===== config.mk =====
export PLATFORM = sky130hd
export DESIGN_NAME = pc_sequencer
export DESIGN_NICKNAME = d
export VERILOG_FILES = /design/src/rtl/pc_sequencer.sv
export SDC_FILE = /design/constraint.sdc
export NUM_CORES = 1
export LEC_CHECK = 0
export ABC_AREA = 1
export BUFFER_PORTS_ARGS = -buffer_cell sky130_fd_sc_hd__buf_2
export CORE_MARGIN = 2
export CORE_UTILIZATION = 35
export CTS_CLUSTER_DIAMETER = 50
export CTS_CLUSTER_SIZE = 24
export DETAILED_ROUTE_END_ITERATION = 16
export GPL_TIMING_DRIVEN = 1
export PLACE_DENSITY = 0.53
export SETUP_SLACK_MARGIN = 0.02
export SLEW_MARGIN = 25
export SYNTH_ARGS = -nofsm -noshare
export SYNTH_HDL_FRONTEND = slang
export SYNTH_SLANG_ARGS = --single-unit
export TNS_END_PERCENT = 10

===== constraint.sdc =====
create_clock -name clk -period 3.1 [get_ports clk]
set_input_delay 0.62 -clock clk [delete_from_list [all_inputs] [get_ports clk]]
set_output_delay 0.62 -clock clk [all_outputs]
set_load 0.01 [all_outputs]

===== src/rtl/pc_sequencer.sv =====
// Program-counter sequencer: sequential fetch, PC/register-relative jumps,
// call/return via a circular return-address stack, trap/rti and halt.
module pc_sequencer #(
    parameter int                 WIDTH     = 16,
    parameter int                 INC       = 2,
    parameter logic [WIDTH-1:0]   RESET_VEC = '0,
    parameter logic [WIDTH-1:0]   TRAP_VEC  = WIDTH'(16'h0002),
    parameter int                 RAS_DEPTH = 4
) (
    input  logic             clk,
    input  logic             rst,
    input  logic [WIDTH-1:0] imm,
    input  logic [WIDTH-1:0] rs,
    input  logic             br_take,
    input  logic             reg_jmp,
    input  logic             call,
    input  logic             ret,
    input  logic             trap,
    input  logic             rti,
    input  logic             stall,
    input  logic             halt,
    output logic [WIDTH-1:0] pc,
    output logic [WIDTH-1:0] pc_inc,
    output logic [WIDTH-1:0] pc_next,
    output logic [WIDTH-1:0] epc,
    output logic             halted,
    output logic             ras_empty,
    output logic             ras_full,
    output logic             err
);
    localparam int PW = $clog2(RAS_DEPTH);

    typedef enum logic {RUN, HALTED} state_t;

    state_t           state_q, state_d;
    logic [WIDTH-1:0] pc_q, pc_d;
    logic [WIDTH-1:0] epc_q, epc_d;
    logic             err_q, err_d;
    logic             halted_q;
    logic [PW-1:0]    top_q, top_d, top_inc;
    logic [PW:0]      cnt_q, cnt_d;
    logic [WIDTH-1:0] ras_q [RAS_DEPTH];
    logic             push, pop, illegal;
    logic [2:0]       nsel;

    assign pc_inc    = pc_q + WIDTH'(INC);
    assign top_inc   = top_q + PW'(1);
    assign ras_empty = (cnt_q == '0);
    assign ras_full  = (cnt_q == (PW+1)'(RAS_DEPTH));
    assign nsel      = 3'(br_take) + 3'(reg_jmp) + 3'(ret) + 3'(rti);
    assign illegal   = (nsel > 3'd1) || (call && ret);

    always_comb begin
        pc_d    = pc_inc;
        epc_d   = epc_q;
        state_d = state_q;
        err_d   = 1'b0;
        push    = 1'b0;
        pop     = 1'b0;
        if (state_q == HALTED) begin
            pc_d = pc_q;
        end else begin
            err_d = illegal;
            if (halt) begin
                pc_d    = pc_q;
                state_d = HALTED;
            end else if (trap) begin
                pc_d  = TRAP_VEC;
                epc_d = pc_inc;
            end else if (stall) begin
                pc_d = pc_q;
            end else if (rti) begin
                pc_d = epc_q;
            end else if (ret) begin
                // ret wins over call, so a ret+call pair only pops
                if (!ras_empty) begin
                    pc_d = ras_q[top_q];
                    pop  = 1'b1;
                end else begin
                    err_d = 1'b1;
                end
            end else begin
                if (reg_jmp)      pc_d = rs + imm;
                else if (br_take) pc_d = pc_inc + imm;
                push = call;
            end
        end
        if (rst) pc_d = RESET_VEC;
    end

    assign pc_next = pc_d;

    // A full stack keeps its count; the write lands on the oldest slot.
    always_comb begin
        top_d = top_q;
        cnt_d = cnt_q;
        if (push) begin
            top_d = top_inc;
            if (!ras_full) cnt_d = cnt_q + 1'b1;
        end else if (pop) begin
            top_d = top_q - PW'(1);
            cnt_d = cnt_q - 1'b1;
        end
    end

    always_ff @(posedge clk) begin
        if (rst) begin
            state_q  <= RUN;
            pc_q     <= RESET_VEC;
            epc_q    <= '0;
            err_q    <= 1'b0;
            halted_q <= 1'b0;
            top_q    <= '0;
            cnt_q    <= '0;
        end else begin
            state_q  <= state_d;
            pc_q     <= pc_d;
            epc_q    <= epc_d;
            err_q    <= err_d;
            halted_q <= (state_d == HALTED);
            top_q    <= top_d;
            cnt_q    <= cnt_d;
        end
    end

    always_ff @(posedge clk) begin
        if (!rst && push) ras_q[top_inc] <= pc_inc;
    end

    assign pc     = pc_q;
    assign epc    = epc_q;
    assign halted = halted_q;
    assign err    = err_q;
endmodule

==> impl_metrics.toml, run 1 <==
[status]
status = "complete, but fails checks"
violations = "negative setup slack"

[detailed_routing]
drc = 0
ant_nets = 0
first_pass_iters = 5
vias = 7540
drt-initial-drc-count = 511
avgViaCountPerCell = 5.03
drt-total-wl_um = 26800
routedWlPerCell_um = 17.9

[cts]
root_buffer = "clkbuf_16"
clock_latency_ns = 0.36
cts_made_buffers = 9
clock_path_buffers = 2
cts_sinks = 105
htree_levels = 3
hold_buffers = 0
cts_tree = "yes"
path_clk_slew_ns = 0.07

[power_and_ir_drop]
p_per_area_nw_per_um2 = 357
p_leak_uw = 0.00476
peakVddDrop_mv = 0.288
p_total_uw = 3550

[synthesis]
yosysWarnings = 0
post_synth_xor_area_fraction_pct = 2.53
yosys.area_share.simple_pct = 27.6
syn_inst = 977
synth.area.mux_share_pct = 0
yosysSeqAreaShare_pct = 37.9
synth_area_um2 = 7230
synth_edf_count = 64
synthFlopType = "edfxtp_1"
synth_nets = 1060
synth_compound_area_share_pct = 16.0
async_flop_share_pct = 0
synth_top_family_by_area = "simple AND/OR/NAND/NOR gates"
syn_area_per_cell_um2 = 7.40
synth_cell_type_count = 50
ys_ff_latch = 105
synth_fa_ha_area_share_pct = 7.51

[worst_setup_path]
crit_arrival_ns = 3.06
crit_start = "pc[2]"
reg2reg_depth = 31
critPathRequiredTime_ns = 2.48
start_kind = "flop"
cp-end-kind = "primary output"
crit_type = "flop to primary output"
cp_max_fo = 5
worstReg2RegStart = "pc[2]"

[sta]
hold_slack_ns = 0.444
drv_slew = 0
rsz0062_at_grt = "true"
slew_headroom_pct = 63.7
setup_viol = 16
setup_ws_ns = -0.581
final_hold_viol_count = 0
maxClockFrequency_mhz = 272
worst_pin_slew_ns = 0.541
period_minus_slack_ns = 3.68
worst_clock_skew_ns = 0.0130
timing.final.crit_share_pct = 119
setup-tns-final_ns = -6.32

[die]
rows = 52
pin_count = 110
fp.dieW_um = 148
die-area_um2 = 21800
core_area_um2 = 20200
initial_utilization_pct = 35.7
die_y_um = 148

[hold_path]
min_from = "halted"
hold_path_depth = 1
hold_class = "flop to flop"

[global_route]
use_met2_pct = 41.8
grt.met3_usage_pct = 3.46
grt_pass1_vias = 7248
antenna_found_initial = 0
grt_pass1_wl_um = 40900
grt_busiest_layer = "met2"
grt_overflow = 0
gr-usage-all-layers_pct = 24.7
grt_max_degree = 25
grtUsageMet1_pct = 32.0

[place]
routabilityCongestion = 1.02
placed_cell_area_um2 = 9160
io_buffers = 109
dp_hpwl_um = 21300

[finish]
area_growth_pct = 37.3
fin_area_um2 = 9930
drive_gt1_share_pct = 33.3
final_cell_mix = "nand2_1 (253), buf_4 (156), buf_2 (109), inv_1 (98), a21oi_1 (81)"
antenna_cells = 0
final_common_cell = "nand2_1"
fin_nets = 1307

[run]
drv_cap = 0
-- layer usage --
layer	share of wire, %	up-vias
met4	3.9	0
li1	-	3755
met1	44	3535
met3	4.4	49
met2	47	201
met5	0	-
-- cell families (layout without fill, tap and decap cells) --
| kind of cell | count (synthesis) | in the layout |
|---|---|---|
| buf+inv | 146 | 398 |
| compound gates | 208 | 208 |
| fa+ha+maj | 41 | 41 |
| simple gates | 460 | 460 |
| flops | 105 | 105 |
| xor+xnor | 17 | 17 |
-- cells in the mapped netlist, types with 8 or more instances --
master / count / area (µm²)
ha_1: 37 / 463
xor2_1: 8 / 70.1
dfxtp_1: 41 / 821
a21oi_1: 90 / 450
o21ai_0: 64 / 320
clkbuf_1: 15 / 56.3
inv_1: 105 / 394
nor2_1: 77 / 289
o211ai_1: 13 / 97.6
buf_2: 10 / 50.1
nand3_1: 64 / 320
nand2_1: 275 / 1030
edfxtp_1: 64 / 1920
-- state kept, by name, indices dropped and copies added (netlist names), named ones only --
signal  flops
cnt_q       3
epc        16
err         1
halted      1
pc         16
ras_q      64
top_q       2
-- final timing paths --
| path | end | slack [ns] |
|---|---|---|
| max | pc_next[14] | -0.58 |
| min | err | 0.44 |
| max reg2reg | pc[14] | -0.57 |
| min reg2reg | err | 0.44 |
-- power by group --
part           switching, µW  leakage, µW  internal, µW
registers               25.3     0.000895          1490
clock network            551     0.000139           560
logic                    527      0.00372           389
-- worst max-delay path, stage by stage, from the launching register on --
cell and delay (ns):
dfxtp_4 0.38, nand3_2 0.14, nor2_4 0.14, nand2_1 0.09
o21ai_2 0.13, nand2_2 0.11, inv_2 0.07, ha_2 0.30
nand2_2 0.11, inv_1 0.04, nand2_1 0.05, nand2_1 0.10
a21oi_2 0.15, nand2_1 0.07, nand2_1 0.06, nand3_1 0.06
nand2_1 0.07, nand2_1 0.04, nand2_1 0.07, nand2_2 0.08
nand2_2 0.07, nand2_2 0.06, a21oi_2 0.12, buf_2 0.16
-- metrics by stage --
| stage | setup WS [ns] | util, % | instances |
|---|---|---|---|
| 6_report | -0.581 | 49.1 | 1499 |
| 5_1_grt | -0.774 | 49.1 | 1499 |
| 4_1_cts | -0.533 | 48.5 | 1496 |
| 3_5_place_dp | -0.382 | 45.3 | 1468 |
| 3_3_place_gp | -0.406 | 45.3 | 1468 |
| 2_1_floorplan | 0.0273 | - | 977 |
-- cell type report --
cell class	instances	area [µm²]
sequential	105	2770
clock inverter	7	58.8
inverter	113	424
timing repair buffer	269	1790
fill	2064	10300
clock buffer	9	225
multi-input combinational	726	4330
tap	270	338
-- timing repair --
item / in CTS / in global routing
endpoints found under the setup margin: 15 / 16
resized for setup: 69 / 17
buffers inserted: 12 / 3
pin swaps: 26 / 10
No activity file was read; power rests on OpenSTA's default activity.
==> run 2: changes to the inputs <==
Settings changed: PLACE_DENSITY 0.53 to default, PLACE_DENSITY_LB_ADDON from default to 0.15.
==> run 2 against run 1 <==
  * The run still ends with negative setup slack left
  * Flip-flop and latch count is the same
  * Hold slack better by 0.023 ns
  * Final area increased by 0.15%
  * Worst setup slack better by 0.0067 ns
  * Total power is 0.59% lower
  * Maximum frequency is 0.18% higher
  * Routed wire length fell by 4.2%
  * Final cell count decreased by 0.73%
  * Combinational power down 2.9%
  * Clock-buffer cell count grew 1
  * Critical path depth fell by 1
  * Critical path type unchanged
  * Largest cell class unchanged
  * Largest power group unchanged
==> impl_metrics.toml, run 2 (synthesis results as in run 1) <==
[place]
io_buffers = 109
routabilityCongestion = 0.963
placed_cell_area_um2 = 9110
dp_slack_ns = -0.414
post-place-cells = 1464
dp_hpwl_um = 20600

[detailed_routing]
routedWlPerCell_um = 17.3
ant_nets = 0
drt-total-wl_um = 25700
drt-initial-drc-count = 421
drc = 0
first_pass_iters = 5
vias = 7498
avgViaCountPerCell = 5.04

[die]
pin_count = 110
rows = 52
core_area_um2 = 20200
fp.dieW_um = 148
die_y_um = 148
initial_utilization_pct = 35.7
die-area_um2 = 21800

[power_and_ir_drop]
p_leak_uw = 0.00476
peakVddDrop_mv = 0.271
p_per_area_nw_per_um2 = 355

[cts]
cts_sinks = 105
cts_tree = "yes"
clock_latency_ns = 0.36
hold_buffers = 0
cts_made_buffers = 9
root_buffer = "clkbuf_16"
path_clk_slew_ns = 0.07
htree_levels = 3
clock_path_buffers = 2

[hold_path]
min_from = "halted"
min_to = "err"
hold_class = "flop to flop"
hold_path_depth = 1

[finish]
fill_cells = 2048
final_common_cell = "nand2_1"
largest_register_ffs = 64
stdcell_count = 1488
antenna_cells = 0
fin_nets = 1296
top_register = "ras_q"
area_growth_pct = 37.5
fin_area_um2 = 9940
final_cell_mix = "nand2_1 (240), buf_4 (146), buf_2 (109), inv_1 (98), a21oi_1 (80)"
drive_gt1_share_pct = 34.0
postLayoutCoreUtil_pct = 49.1

[worst_setup_path]
crit_type = "flop to primary output"
cp-end-kind = "primary output"
crit_start = "pc[2]"
regToRegEndpoint = "pc[13]"
worstReg2RegStart = "pc[2]"
reg2reg_depth = 19
crit_path_max_incr_delay_ns = 0.39
critPathRequiredTime_ns = 2.48
path_common_cell = "nand2_1"
worstPathCellList = "ha_4 -> nand3_4 -> inv_4 -> nand2_4 -> xnor2_4 -> ha_4 -> nand2_4 -> inv_1 -> nand2_1 -> nand2_2 -> a21oi_4 -> nand2_1 -> nand2_1 -> nand3_1 -> nand2_1 -> nand2_1 -> nand2_1 -> nand2_2 -> nand2_2 -> nand2_2 -> a21oi_2 -> buf_2"
cp_max_fo = 5
rrSetupSlack_ns = 0.42
critPathBufInv = 3
slowest_stage = "dfxtp_4"
crit_arrival_ns = 3.05
start_kind = "flop"
path_delay_family = "simple AND/OR/NAND/NOR gates"

[sta]
final_hold_viol_count = 0
worst_pin_slew_ns = 0.483
setup_viol = 14
worst_clock_skew_ns = 0.0139
period_minus_slack_ns = 3.67
rsz0062_at_grt = "true"
drv_slew = 0
setup_ws_ns = -0.575
maxClockFrequency_mhz = 272
timing.final.crit_share_pct = 119
slew_headroom_pct = 67.8

[global_route]
antenna_found_initial = 0
gr-usage-all-layers_pct = 23.7
grt_pass1_vias = 7038
grt_pass1_wl_um = 39400
grt_overflow = 0
grt_max_degree = 27

[run]
drv_cap = 0

[status]
violations = "negative setup slack"
status = "complete, but fails checks"
==> run 2: stage by stage <==
stage	TNS [ns]	total power [µW]	hold WS (ns)
final	-5.73	3530	0.467
after global routing	-8.35	3690	0.480
after CTS	-5.93	3520	0.464
after detailed placement	-3.25	2360	0.453
after global placement	-3.26	2360	0.439
after floorplan	0	1990	0.465
==> run 2: area by class of cell <==
type                       count  area (µm²)  share of cell area, %
multi-input combinational    726        4430                   44.6
sequential                   105        2770                   27.9
timing repair buffer         258        1680                   16.9
inverter                     113         427                   4.29
tap                          270         338                   3.40
clock buffer                  10         229                   2.30
clock inverter                 6        62.6                  0.629
==> run 2: report_power, final <==
| group | internal [µW] | total [µW] | switching, µW | leakage [µW] |
|---|---|---|---|---|
| Clock | 565 | 1120 | 553 | 0.000142 |
| Sequential | 1490 | 1520 | 24.9 | 0.000896 |
| Combinational | 372 | 889 | 517 | 0.00372 |
==> run 2: what timing repair did <==
action / CTS / global route
setup buffers: 7 / 1
cloned: 0 / 0
endpoints found under the setup margin: 15 / 15
pin swaps: 21 / 36
resized for setup: 70 / 48
==> run 2: per-layer routing <==
| metal | vias to the layer above | track usage (%) | share of wire [%] |
|---|---|---|---|
| met5 | - | 0 | 0 |
| met4 | 0 | 7.16 | 2.5 |
| met3 | 32 | 3.49 | 4.7 |
| met2 | 211 | 40.6 | 49 |
| met1 | 3510 | 30.9 | 44 |
| li1 | 3745 | - | - |
==> run 2: worst max-delay path by stage <==
| stage | to | depth (start not counted) |
|---|---|---|
| 2_1_floorplan | pc_next[14] | 21 |
| 3_3_place_gp | pc_next[15] | 21 |
| 3_5_place_dp | pc_next[14] | 22 |
| 4_1_cts | pc_next[14] | 20 |
| 5_1_grt | pc_next[10] | 21 |
| 6_report | pc_next[14] | 22 |
==> run 3: changes to the inputs <==
Clock period 3.1 ns to 3.85 ns, I/O delays scaled along.
==> run 3 against run 2 <==
  * The run now ends clean
  * Clock-buffer cell count unchanged
  * Die area did not move
  * Routed wire length is 0.87% lower
  * Hold slack got worse by 0.016 ns
  * Clock power is 20% lower
  * Combinational power down 28%
  * Sequential power shrank 20%
  * Total power is 22% lower
  * Final area down 6.9%
  * Worst setup slack better by 0.60 ns
  * Global-route usage is 0.35 points lower
  * Non-clock buffer count fell by 83
==> impl_metrics.toml, run 3 (synthesis results as in run 1) <==
[finish]
fill_cells = 2072
fin_area_um2 = 9260
final_cell_mix = "nand2_1 (239), buf_2 (109), inv_1 (99), a21oi_1 (80)"
seqCellArea_um2 = 2770
drive_gt1_share_pct = 29.0
final_common_cell = "nand2_1"
multi_input_area_um2 = 4390
antenna_cells = 0
fin_nets = 1213
area_growth_pct = 28.1
largest_register_ffs = 64
stdcell_count = 1405
top_register = "ras_q"

[global_route]
grt_max_degree = 27
antenna_found_initial = 0
grt_pass1_wl_um = 38700
grt_overflow = 0
gr-usage-all-layers_pct = 23.3
grt_pass1_vias = 6776

[worst_setup_path]
path_delay_family = "simple AND/OR/NAND/NOR gates"
rrSetupSlack_ns = 1.20
worstPathCellList = "ha_4 -> nand3_4 -> nor2_8 -> nand2_4 -> xnor2_4 -> ha_4 -> nand2_2 -> nand2_2 -> nand2_2 -> nand2_2 -> a21oi_4 -> nand2_1 -> nand2_1 -> nand3_1 -> nand2_1 -> nand2_1 -> nand2_1 -> nand2_2 -> nand2_2 -> nand2_2 -> a21oi_2 -> buf_2"
crit_type = "flop to primary output"
crit_path_max_incr_delay_ns = 0.38
cp-end-kind = "primary output"
crit_arrival_ns = 3.06
cp_max_fo = 4
critPathBufInv = 1
start_kind = "flop"
critPathRequiredTime_ns = 3.08
path_common_cell = "nand2_2"
slowest_stage = "dfxtp_4"

[sta]
period_minus_slack_ns = 3.83
rsz0062_at_grt = "true"
worst_clock_skew_ns = 0.0119
slew_headroom_pct = 58.0
drv_slew = 0
worst_pin_slew_ns = 0.626
hold_slack_ns = 0.451
setup-tns-final_ns = 0
maxClockFrequency_mhz = 261
setup_ws_ns = 0.0235
setup_viol = 0
timing.final.crit_share_pct = 99.4
final_hold_viol_count = 0

[place]
routabilityCongestion = 0.919
post-place-cells = 1374
io_buffers = 109
dp_hpwl_um = 19900
placed_cell_area_um2 = 8320
dp_slack_ns = -0.0251

[detailed_routing]
drt-initial-drc-count = 428
drt-total-wl_um = 25500
drc = 0
first_pass_iters = 5
ant_nets = 0
vias = 7108
avgViaCountPerCell = 5.06
routedWlPerCell_um = 18.1

[die]
pin_count = 110
fp.dieW_um = 148
die_y_um = 148
core_area_um2 = 20200
rows = 52
die-area_um2 = 21800
initial_utilization_pct = 35.7

[cts]
root_buffer = "clkbuf_16"
path_clk_slew_ns = 0.07
hold_buffers = 0
htree_levels = 3
cts_sinks = 105
clock_path_buffers = 2
clock_latency_ns = 0.36
cts_made_buffers = 9
cts_tree = "yes"

[power_and_ir_drop]
switching_share_pct = 31.3
pwr-share-clk_pct = 32.4
p_int_uw = 1890
p_seq_share_pct = 44.5
p_per_area_nw_per_um2 = 297
p_leak_uw = 0.00434
peakVddDrop_mv = 0.184
power.switching_uw = 863
p_comb_share_pct = 23.1

[hold_path]
hold_class = "flop to flop"

[run]
drv_cap = 0

[status]
status = "finished, final reports clean"
==> run 3: changes by cell type in the layout (fill, tap and decap cells not counted), sizes merged <==
cell / delta
clkinv: -2
inv: +2
buf: -83
==> run 3: repair_timing <==
action,in CTS,in global routing
endpoints found under the hold margin,0,0
setup endpoints to repair,10,11
gates resized for setup,56,81
buffers inserted,11,4
pin swaps,13,49
==> run 3: cell type report <==
class | instances | share of cell area (%)
multi-input cells | 726 | 47.3
flip-flops and latches | 105 | 29.9
repair buffers | 175 | 11.4
inverters | 113 | 4.63
well taps | 270 | 3.65
clock buffers | 10 | 2.47
clock inverters | 6 | 0.594
==> run 3: stage by stage <==
| step | util, % | total power, µW |
|---|---|---|
| after global routing | 45.8 | 2880 |
| after global placement | 41.1 | 1820 |
| final | 45.8 | 2750 |
| after CTS | 44.2 | 2740 |
| after floorplan | - | 1590 |
| after detailed placement | 41.1 | 1820 |
==> run 3: final timing paths <==
check	depth (start not counted)	endpoint	start
worst max-delay path	22	pc_next[14]	pc[2]
worst min-delay path	1	err	halted
worst max register to register	20	pc[13]	pc[2]
worst min register to register	1	err	halted
==> run 3: metal layers <==
metal / global-route usage, % / share of wire, % / up-vias / wire [µm]
met1: 30.5 / 44 / 3310 / 11300
met2: 39.0 / 47 / 195 / 12100
met5: 0 / 0 / - / 0
met4: 8.17 / 3.0 / 0 / 757
li1: - / - / 3564 / -
met3: 3.92 / 5.3 / 39 / 1340
==> run 3: power by group through the flow <==
stage,sequential [µW],combinational [µW],clock (µW)
6_report,1220,637,893
5_1_grt,1230,700,957
4_1_cts,1230,595,915
3_5_place_dp,1250,566,0
3_3_place_gp,1250,569,0
2_1_floorplan,1250,339,0
